`config.mk`:
```
export PLATFORM = sky130hd
export DESIGN_NAME = multiplier_iterative_param
export DESIGN_NICKNAME = d
export VERILOG_FILES = /design/src/rtl/multiplier_iterative_param.sv
export SDC_FILE = /design/constraint.sdc
export NUM_CORES = 1
export LEC_CHECK = 0
export ABC_AREA = 1
export CAP_MARGIN = 20
export CELL_PAD_IN_SITES_DETAIL_PLACEMENT = 1
export CELL_PAD_IN_SITES_GLOBAL_PLACEMENT = 1
export CORE_UTILIZATION = 25
export CTS_CLUSTER_DIAMETER = 40
export DETAILED_ROUTE_END_ITERATION = 10
export PLACE_DENSITY_LB_ADDON = 0.1
export REMOVE_ABC_BUFFERS = 1
export SYNTH_ARGS = -nofsm -noshare
export SYNTH_HDL_FRONTEND = slang
export SYNTH_SLANG_ARGS = --single-unit
```
`constraint.sdc`:
```
create_clock -name clk -period 24 [get_ports clk]
set_clock_uncertainty 0.1 [all_clocks]
set_input_delay 4.8 -clock clk [delete_from_list [all_inputs] [get_ports clk]]
set_output_delay 4.8 -clock clk [all_outputs]
set_load 0.1 [all_outputs]
```
`src/rtl/multiplier_iterative_param.sv`:
```
// multiplier_iterative_param: multi-cycle shift-and-add multiplier, DIGIT multiplier bits per clock.
// Define MULT_EARLY_TERM_EN to finish as soon as the remaining multiplier bits are all zero.
module multiplier_iterative_param #(
   parameter int WIDTH = 32,
   parameter int DIGIT = 4
) (
   input  logic               clk,
   input  logic               rst,
   input  logic               valid_in,
   output logic               ready_in,
   input  logic               is_signed,
   input  logic [WIDTH-1:0]   a,
   input  logic [WIDTH-1:0]   b,
   output logic               valid_out,
   output logic [2*WIDTH-1:0] r,
   output logic               busy
);
   localparam int STEPS = WIDTH / DIGIT;
   localparam int CW = $clog2(STEPS + 1);

   generate
      if (!((DIGIT == 1 || DIGIT == 2 || DIGIT == 4 || DIGIT == 8) && (WIDTH % DIGIT == 0))) begin : g_bad
         $error("multiplier_iterative_param: illegal WIDTH/DIGIT combination");
      end
   endgenerate

   typedef enum logic {IDLE, RUN} state_t;
   state_t state, state_next;

   logic [WIDTH-1:0]   mp, abs_a, abs_b;
   logic [2*WIDTH-1:0] mc, acc, acc_next;
   logic [CW-1:0]      cnt;
   logic               neg, accept, done;

   assign abs_a = (is_signed && a[WIDTH-1]) ? -a : a;
   assign abs_b = (is_signed && b[WIDTH-1]) ? -b : b;
   assign accept = valid_in && ready_in;
   assign acc_next = acc + {{(2*WIDTH-DIGIT){1'b0}}, mp[DIGIT-1:0]} * mc;

`ifdef MULT_EARLY_TERM_EN
   assign done = (cnt == CW'(STEPS - 1)) || ((mp >> DIGIT) == '0);
`else
   assign done = cnt == CW'(STEPS - 1);
`endif

   always_ff @(posedge clk or posedge rst)
      if (rst) state <= IDLE;
      else state <= state_next;

   always_comb begin
      state_next = state;
      if (state == IDLE) state_next = accept ? RUN : IDLE;
      else state_next = done ? IDLE : RUN;
   end

   always_comb begin
      ready_in = state == IDLE;
      busy = state == RUN;
   end

   always_ff @(posedge clk or posedge rst)
      if (rst) begin
         mp <= '0;
         mc <= '0;
         acc <= '0;
         cnt <= '0;
         neg <= 1'b0;
         r <= '0;
         valid_out <= 1'b0;
      end else begin
         valid_out <= 1'b0;
         if (accept) begin
            neg <= is_signed & (a[WIDTH-1] ^ b[WIDTH-1]);
            mc <= {{WIDTH{1'b0}}, abs_a};
            mp <= abs_b;
            acc <= '0;
            cnt <= '0;
         end else if (state == RUN) begin
            acc <= acc_next;
            mp <= mp >> DIGIT;
            mc <= mc << DIGIT;
            cnt <= cnt + CW'(1);
            if (done) begin
               r <= neg ? -acc_next : acc_next;
               valid_out <= 1'b1;
            end
         end
      end
endmodule

```
# [Yosys cells after proc, flatten, opt, wreduce, memory -nomap -nowiden]
# Cells that the tools add are included.
[totals] ff_bits=231 output_inout_bits=67 in_bits=68 wordCells=41
[classes] n_mux=17 add_sub_neg=5 reduce_logical=5 bitwise_logic=4 multipliers=1 eq_ne=1
[op_table] operator="$mux W64" n=5
[op_table] operator="$mux W32" n=4
[op_table] operator="$add A64 B64 Y64" n=1
[op_table] operator="$mul A4 B64 Y64" n=1
[op_table] operator="$neg A32 Y32" n=2
[op_table] operator="$neg A64 Y64" n=1
[op_table] operator="$mux W4" n=2
[op_table] operator="$mux W1" n=6
[op_table] operator="$add A4 B1 Y4 const B" n=1
[op_table] operator="$eq A4 B3 Y1 const B" n=1
[op_table] operator="$logic_and A1 B1 Y1" n=3
[op_table] operator="$reduce_and A3 Y1" n=1
[op_table] operator="$not A1 Y1" n=2
[op_table] operator="$reduce_bool A2 Y1" n=1
[op_table] operator="$and A1 B1 Y1" n=1
[op_table] operator="$xor A1 B1 Y1" n=1

# [Longest topological paths before layout]
# Gate-level depths: netlist (run 1).
[logic_depth] ltp_word=4 ltp_mapped=33 mapped_depth_nobuf=31

# [Worst setup path before layout (run 1)]
# No wires, ideal clock.
[synth_path] path_kind="register to output" from="register state (netlist: busy)" to="output ready_in" required_ns=19.100 stages_incl_launch_ff=4 arrival_ns=2.148 path_slack_ns=16.952 cell_sequence="dfrtp_1 > clkbuf_1 > inv_2 > clkbuf_1"
[synth_via] elab_chain_len=1
[synth_rtl] element="start, declared" line="28" source="state_t state, state_next;"
[synth_rtl] element="start signal, assigned" line="48" source="else state <= state_next;"
[synth_rtl] element="$not A1 Y1" line="57" source="ready_in = state == IDLE;"
[synth_rtl] element="end, declared" line="10" source="output logic ready_in,"
# No other way between the ends.

# [Worst setup path after layout (run 1)]
# Ends and elaborated chain as after synthesis.

==> results of run 1 <==
## metrics by stage
| stage | hold slack (ns) | cells | area, sq um | utilization |
|---|---|---|---|---|
| final | 0.375 | 5500 | 30400 | 0.303 |
| after floorplan | 0.349 | 3874 | 25000 | - |
| after detailed placement | 0.369 | 5385 | 28300 | 0.281 |
| after CTS | 0.383 | 5499 | 30400 | 0.303 |
| after global routing | 0.402 | 5500 | 30400 | 0.303 |
| after global placement | 0.365 | 5385 | 28300 | 0.281 |
## layout by cell type, fill, tap and decap left out, types with 9 or more instances in the layout
cell	count
nand2_1	1301
inv_1	967
nor2_1	231
dfrtp_1	225
nand3_1	210
fa_1	182
clkdlybuf4s50_1	134
o21ai_0	129
a21oi_1	80
o22ai_1	78
ha_1	71
clkbuf_16	60
nand2_2	53
a22oi_1	50
xor2_1	47
nor3_1	36
nand4_1	34
nor2_2	26
inv_2	23
buf_4	19
nand3_2	16
clkinv_2	13
o21ai_1	13
o31ai_1	12
clkinvlp_4	11
nand3b_1	9
## cells by family (layout without fill, tap and decap cells)
family	count (synthesis)	count (layout)
AO/OA/AOI/OAI	387	387
AND/OR/NAND/NOR	1952	1952
adder cells (fa/ha/maj)	253	253
buffers and inverters	1095	1265
XOR/XNOR	55	55
flip-flops	231	231
## layout make-up
cell class	count	share of cell area
clock buffer	72	0.0528
clock inverter	42	0.0178
sequential	231	0.190
multi-input combinational	2647	0.510
tap	1357	0.0558
timing repair buffer	155	0.0503
inverter	996	0.123
## routing by layer
layer	GRT usage	share of wire	vias up
li1	-	-	12200
met1	0.289	0.53	11500
met2	0.296	0.42	278
met3	0.0237	0.031	90
met4	0.0368	0.015	2
met5	0	0.00013	-
## worst register-to-register path, cell delays in order (launching register included)
cell and delay [ns]:
dfrtp_2 0.33, buf_4 0.62, nand2_1 0.15, inv_1 0.09
fa_1 0.43, fa_1 0.57, inv_1 0.07, fa_1 0.50
inv_1 0.04, ha_1 0.47, nand2_1 0.15, nor2_1 0.20
inv_2 0.06, nor2_1 0.13, inv_1 0.08, nor2_1 0.30
nand3_1 0.24, nand4_1 0.15, nand2_1 0.20, inv_1 0.29
nand2_1 0.11, nor2_1 0.21, nand2_1 0.08, nand2_1 0.17
nand4_1 0.12, nand2_1 0.08, nand3_1 0.11, nand2_1 0.09
## how the worst max path moves through the flow
| stage | end | cells after the start |
|---|---|---|
| after floorplan | acc[0] | 1 |
| after global placement | mc[14] | 7 |
| after detailed placement | mc[30] | 14 |
| after CTS | ready_in | 2 |
| after global routing | ready_in | 2 |
| final | ready_in | 2 |
## state kept, by name, summed over array words and instances (netlist names)
signal     count
acc           64
valid_out      1
mp            32
cnt            4
busy           1
neg            1
r             64
mc            64
==> results.json, run 1 <==
{
  "path_buf_inv": 2,
  "synth_fa_ha_area_frac": 0.178,
  "critPathRequiredTime_ns": 19.10,
  "muxShareOfSynthArea": 0,
  "min-delay-start": "r[57]",
  "syn_to_final_growth_pct": 19.8,
  "gp_congestion": 0.842,
  "syn_area_per_cell_sq_um": 6.40,
  "rsz0062_at_grt": "false",
  "max_freq_mhz": 132,
  "slew_headroom": 0.319,
  "synth.cell_area_sq_mm": 0.0254,
  "die_w_um": 321,
  "reg2reg_to": "r[52]",
  "r2r_setup_slack_ns": 17.73,
  "cp-start-kind": "flop",
  "grt_pass1_vias": 25600,
  "synth_top_family_by_area": "simple AND/OR/NAND/NOR gates",
  "nets": 4412,
  "hold_buffers": 0,
  "period_share": 0.316,
  "die_area_sq_mm": 0.103,
  "reg2reg_from": "mp[1]",
  "antenna_found_initial": 3,
  "start_util": 0.253,
  "synthFlopType": "dfrtp_1",
  "status": "completed",
  "worst_pin_slew_ns": 1.02,
  "cts_tree": "done",
  "clkTransAtPathRegs_ns": 0.05,
  "post_cts_buffers": 0,
  "ys_ff_latch": 231,
  "cts_htree_levels": 2,
  "crit_type": "reg2out",
  "final_period_minus_worst_setup_slack_ns": 7.57,
  "port_buffers": 134,
  "synth_seq_area_share": 0.228,
  "drc": 0,
  "routed_wl_mm": 97.4,
  "grt-ovfl-total": 0,
  "synth_enable_flop_cells": 0,
  "io_pins": 135,
  "setup_violations": 0,
  "drt_pass1_iterations": 5,
  "fp.dieH_um": 321,
  "holdPathEnd": "r[57]",
  "rows": 116,
  "grt_first_pass_wirelength_mm": 153,
  "synth-xor-area-share": 0.0190,
  "ant_nets": 0,
  "synthCells": 3973,
  "dp_slack_ns": 16.21,
  "cts.sinks": 231,
  "critical_path.top_delay_family": "buffers and inverters",
  "drt_iter0_markers": 1039,
  "regArea_sq_mm": 0.00579,
  "diodes": 0,
  "cts_buffers": 60,
  "async_flop_share": 1.00,
  "crit_path_start": "busy",
  "drive_above_1_share": 0.0683,
  "synth_compound_area_frac": 0.0901,
  "drt-vias-per-instance": 4.37,
  "cts_max_path_buffers": 3,
  "synthTopCellsByCount": "1,301 x nand2_1, 969 x inv_1, 233 x nor2_1",
  "maxSlewViolCount": 0,
  "grt_max_degree": 103,
  "dr_total_vias": 24000,
  "end_kind": "output pin",
  "crit_arrival_ns": 2.67,
  "finalWorstSetupSlack_ns": 16.43,
  "fin_setup_tns_ns": 0,
  "synthSimpleGateAreaFrac": 0.323,
  "nFillCells": 12700,
  "yosysMostFrequentCell": "nand2_1",
  "grt_usage": 0.193,
  "worstPathCellList": "clkinv_2 > clkdlybuf4s50_1",
  "cp_max_fo": 4,
  "synth_top_area_frac": 0.228,
  "synth_cell_types": 48,
  "synth_top_cell_by_area": "dfrtp_1",
  "cts_root_buffer": "clkbuf_16",
  "insertion_delay_ns": 0.67,
  "core_area_sq_mm": 0.100,
  "r2r.worst_path.cells": 27,
  "hold_viol": 0,
  "multi_input_area_sq_mm": 0.0155,
  "cap_violations": 0,
  "drt-wirelength-per-cell_um": 17.7,
  "crit_path_max_incr_delay_ns": 1.20,
  "whs_path_depth": 2,
  "cts_resized": 0,
  "crit_slowest_cell": "clkdlybuf4s50_1",
  "hold_class": "reg2reg",
  "synth_warnings": 0,
  "hpwl_mm": 80.4,
  "synthTopCellsByArea": "dfrtp_1 23%, nand2_1 19%, fa_1 14%"
}
Power of run 1 is left out: the tool's default activity adds up to more than one toggle a clock period on the data nets, which glitch-free logic cannot reach.
==> inputs of run 2 (changes only) <==
==> constraint.sdc (replaced) <==
create_clock -name clk -period 7.1 [get_ports clk]
set_clock_uncertainty 0.1 [all_clocks]
set_input_delay 1.42 -clock clk [delete_from_list [all_inputs] [get_ports clk]]
set_output_delay 1.42 -clock clk [all_outputs]
set_load 0.1 [all_outputs]
==> run 2 against run 1 <==
Count of clock-buffer cells in the layout is 14 higher. Routed wire length is 5.3% higher. Global-route usage is 1.1 points higher. Die area stayed put. Setup slack worse by 16 ns. Register-to-register slack worse by 17 ns. Critical path type is now reg2reg.
==> results.json, run 2 (synthesized netlist as in run 1, its figures left out) <==
{
  "hold_viol": 0,
  "layoutNonFillerInstCount": 5521,
  "clkTransAtPathRegs_ns": 0.05,
  "nFillCells": 12800,
  "multi_input_area_sq_mm": 0.0155,
  "ant_nets": 0,
  "grt_first_pass_wirelength_mm": 159,
  "status": "completed",
  "hold_buffers": 0,
  "maxSlewViolCount": 0,
  "die_area_sq_mm": 0.103,
  "fp.dieH_um": 321,
  "grt_max_degree": 103,
  "cts_max_path_buffers": 3,
  "min-delay-start": "r[37]",
  "rows": 116,
  "insertion_delay_ns": 0.63,
  "gp_congestion": 0.900,
  "cts_buffers": 67,
  "crit_path_start": "mp[3]",
  "dp_cells": 5399,
  "drt-wirelength-per-cell_um": 18.6,
  "grt-ovfl-total": 0,
  "regArea_sq_mm": 0.00579,
  "drive_above_1_share": 0.0716,
  "start_util": 0.253,
  "cts.sinks": 231,
  "port_buffers": 134,
  "top_regs": "acc (64), mc (64), r (64)",
  "drt-vias-per-instance": 4.43,
  "slew_headroom": 0.281,
  "crit_arrival_ns": 6.69,
  "dp_slack_ns": 0.907,
  "grt_pass1_vias": 25900,
  "hold_class": "reg2reg",
  "crit_type": "reg2reg",
  "routed_wl_mm": 103,
  "nets": 4432,
  "drt_iter0_markers": 1088,
  "drt_pass1_iterations": 5,
  "antenna_found_initial": 2,
  "end_kind": "flop",
  "cts_htree_levels": 3,
  "period_share": 0.878,
  "final_common_cell": "nand2_1",
  "io_pins": 135,
  "max_freq_mhz": 160,
  "dr_total_vias": 24500,
  "final_period_minus_worst_setup_slack_ns": 6.24,
  "rsz0062_at_grt": "false",
  "cts_tree": "done",
  "core_area_sq_mm": 0.100,
  "drc": 0,
  "die_w_um": 321,
  "final_cell_mix": "1,301 x nand2_1, 967 x inv_1, 231 x nor2_1, 225 x dfrtp_1, 210 x nand3_1",
  "hpwl_mm": 84.6,
  "critPathRequiredTime_ns": 7.55,
  "cap_violations": 0,
  "fin_setup_tns_ns": 0,
  "reg2reg_from": "mp[3]",
  "post_cts_buffers": 0,
  "grt_usage": 0.204,
  "worst_pin_slew_ns": 1.08,
  "setup_violations": 0,
  "cts_root_buffer": "clkbuf_16",
  "cp-start-kind": "flop",
  "syn_to_final_growth_pct": 20.5,
  "finalWorstSetupSlack_ns": 0.863,
  "cts_resized": 0,
  "cp_max_fo": 23
}
## run 2: path summary, 6_finish.rpt
| kind | endpoint | slack, ns | cells after the start |
|---|---|---|---|
| max | r[52] | 0.86 | 25 |
| min | r[37] | 0.38 | 2 |
| max reg2reg | r[52] | 0.86 | 25 |
| min reg2reg | r[37] | 0.38 | 2 |
| max in group asynchronous | neg | 4.28 | 3 |
| min in group asynchronous | acc[31] | 1.22 | 2 |
## run 2: per-stage QoR
| stage | hold slack (ns) | area, sq um | utilization |
|---|---|---|---|
| after global placement | 0.364 | 28400 | 0.283 |
| after floorplan | 0.349 | 25000 | - |
| after CTS | 0.381 | 30600 | 0.305 |
| after detailed placement | 0.369 | 28400 | 0.283 |
| after global routing | 0.408 | 30600 | 0.305 |
| final | 0.378 | 30600 | 0.305 |
## run 2: area by class of cell
type / count / area share
Sequential cell: 231 / 0.189
Clock inverter: 34 / 0.0120
Tap cell: 1357 / 0.0554
Clock buffer: 86 / 0.0600
Inverter: 996 / 0.122
Antenna cell: 2 / 0.000163
Multi-Input combinational cell: 2647 / 0.507
Timing Repair Buffer: 168 / 0.0540
## run 2: worst max-delay path, cell delays in order, from the launching register on
cell and delay (ns):
dfrtp_2 0.59, buf_4 0.37, nand2_1 0.09, inv_1 0.09, fa_1 0.41, fa_1 0.56, inv_1 0.06, fa_1 0.49
inv_1 0.04, ha_1 0.44, nand2_1 0.14, nor2_1 0.18, nand2_1 0.15, nor2_1 0.37, nand3_1 0.27, nand4_1 0.17
nand2_1 0.22, inv_1 0.30, nand2_1 0.12, nor2_1 0.23, nand2_1 0.09, nand2_1 0.21, nand4_1 0.16, nand2_1 0.08
nand3_1 0.11, nand2_1 0.10
## run 2: layer usage
metal  track usage  vias up  routed length, um
met3        0.0285      103               3660
met2         0.314      359              43700
met5             0        -                 19
li1              -    12200                  -
met4        0.0463        2               1810
met1         0.300    11800              53400
Power of run 2 is left out for the same reason.
==> inputs of run 3 (changes only) <==
--- a/config.mk
+++ b/config.mk
@@ -14,6 +14,7 @@
 export DETAILED_ROUTE_END_ITERATION = 10
 export PLACE_DENSITY_LB_ADDON = 0.1
 export REMOVE_ABC_BUFFERS = 1
+export SETUP_SLACK_MARGIN = 0.3
 export SYNTH_ARGS = -nofsm -noshare
 export SYNTH_HDL_FRONTEND = slang
 export SYNTH_SLANG_ARGS = --single-unit
==> results of run 3 <==
No change in the layout: final DEF, timing and power equal those of run 2.
Power of run 3 is left out for the same reason.
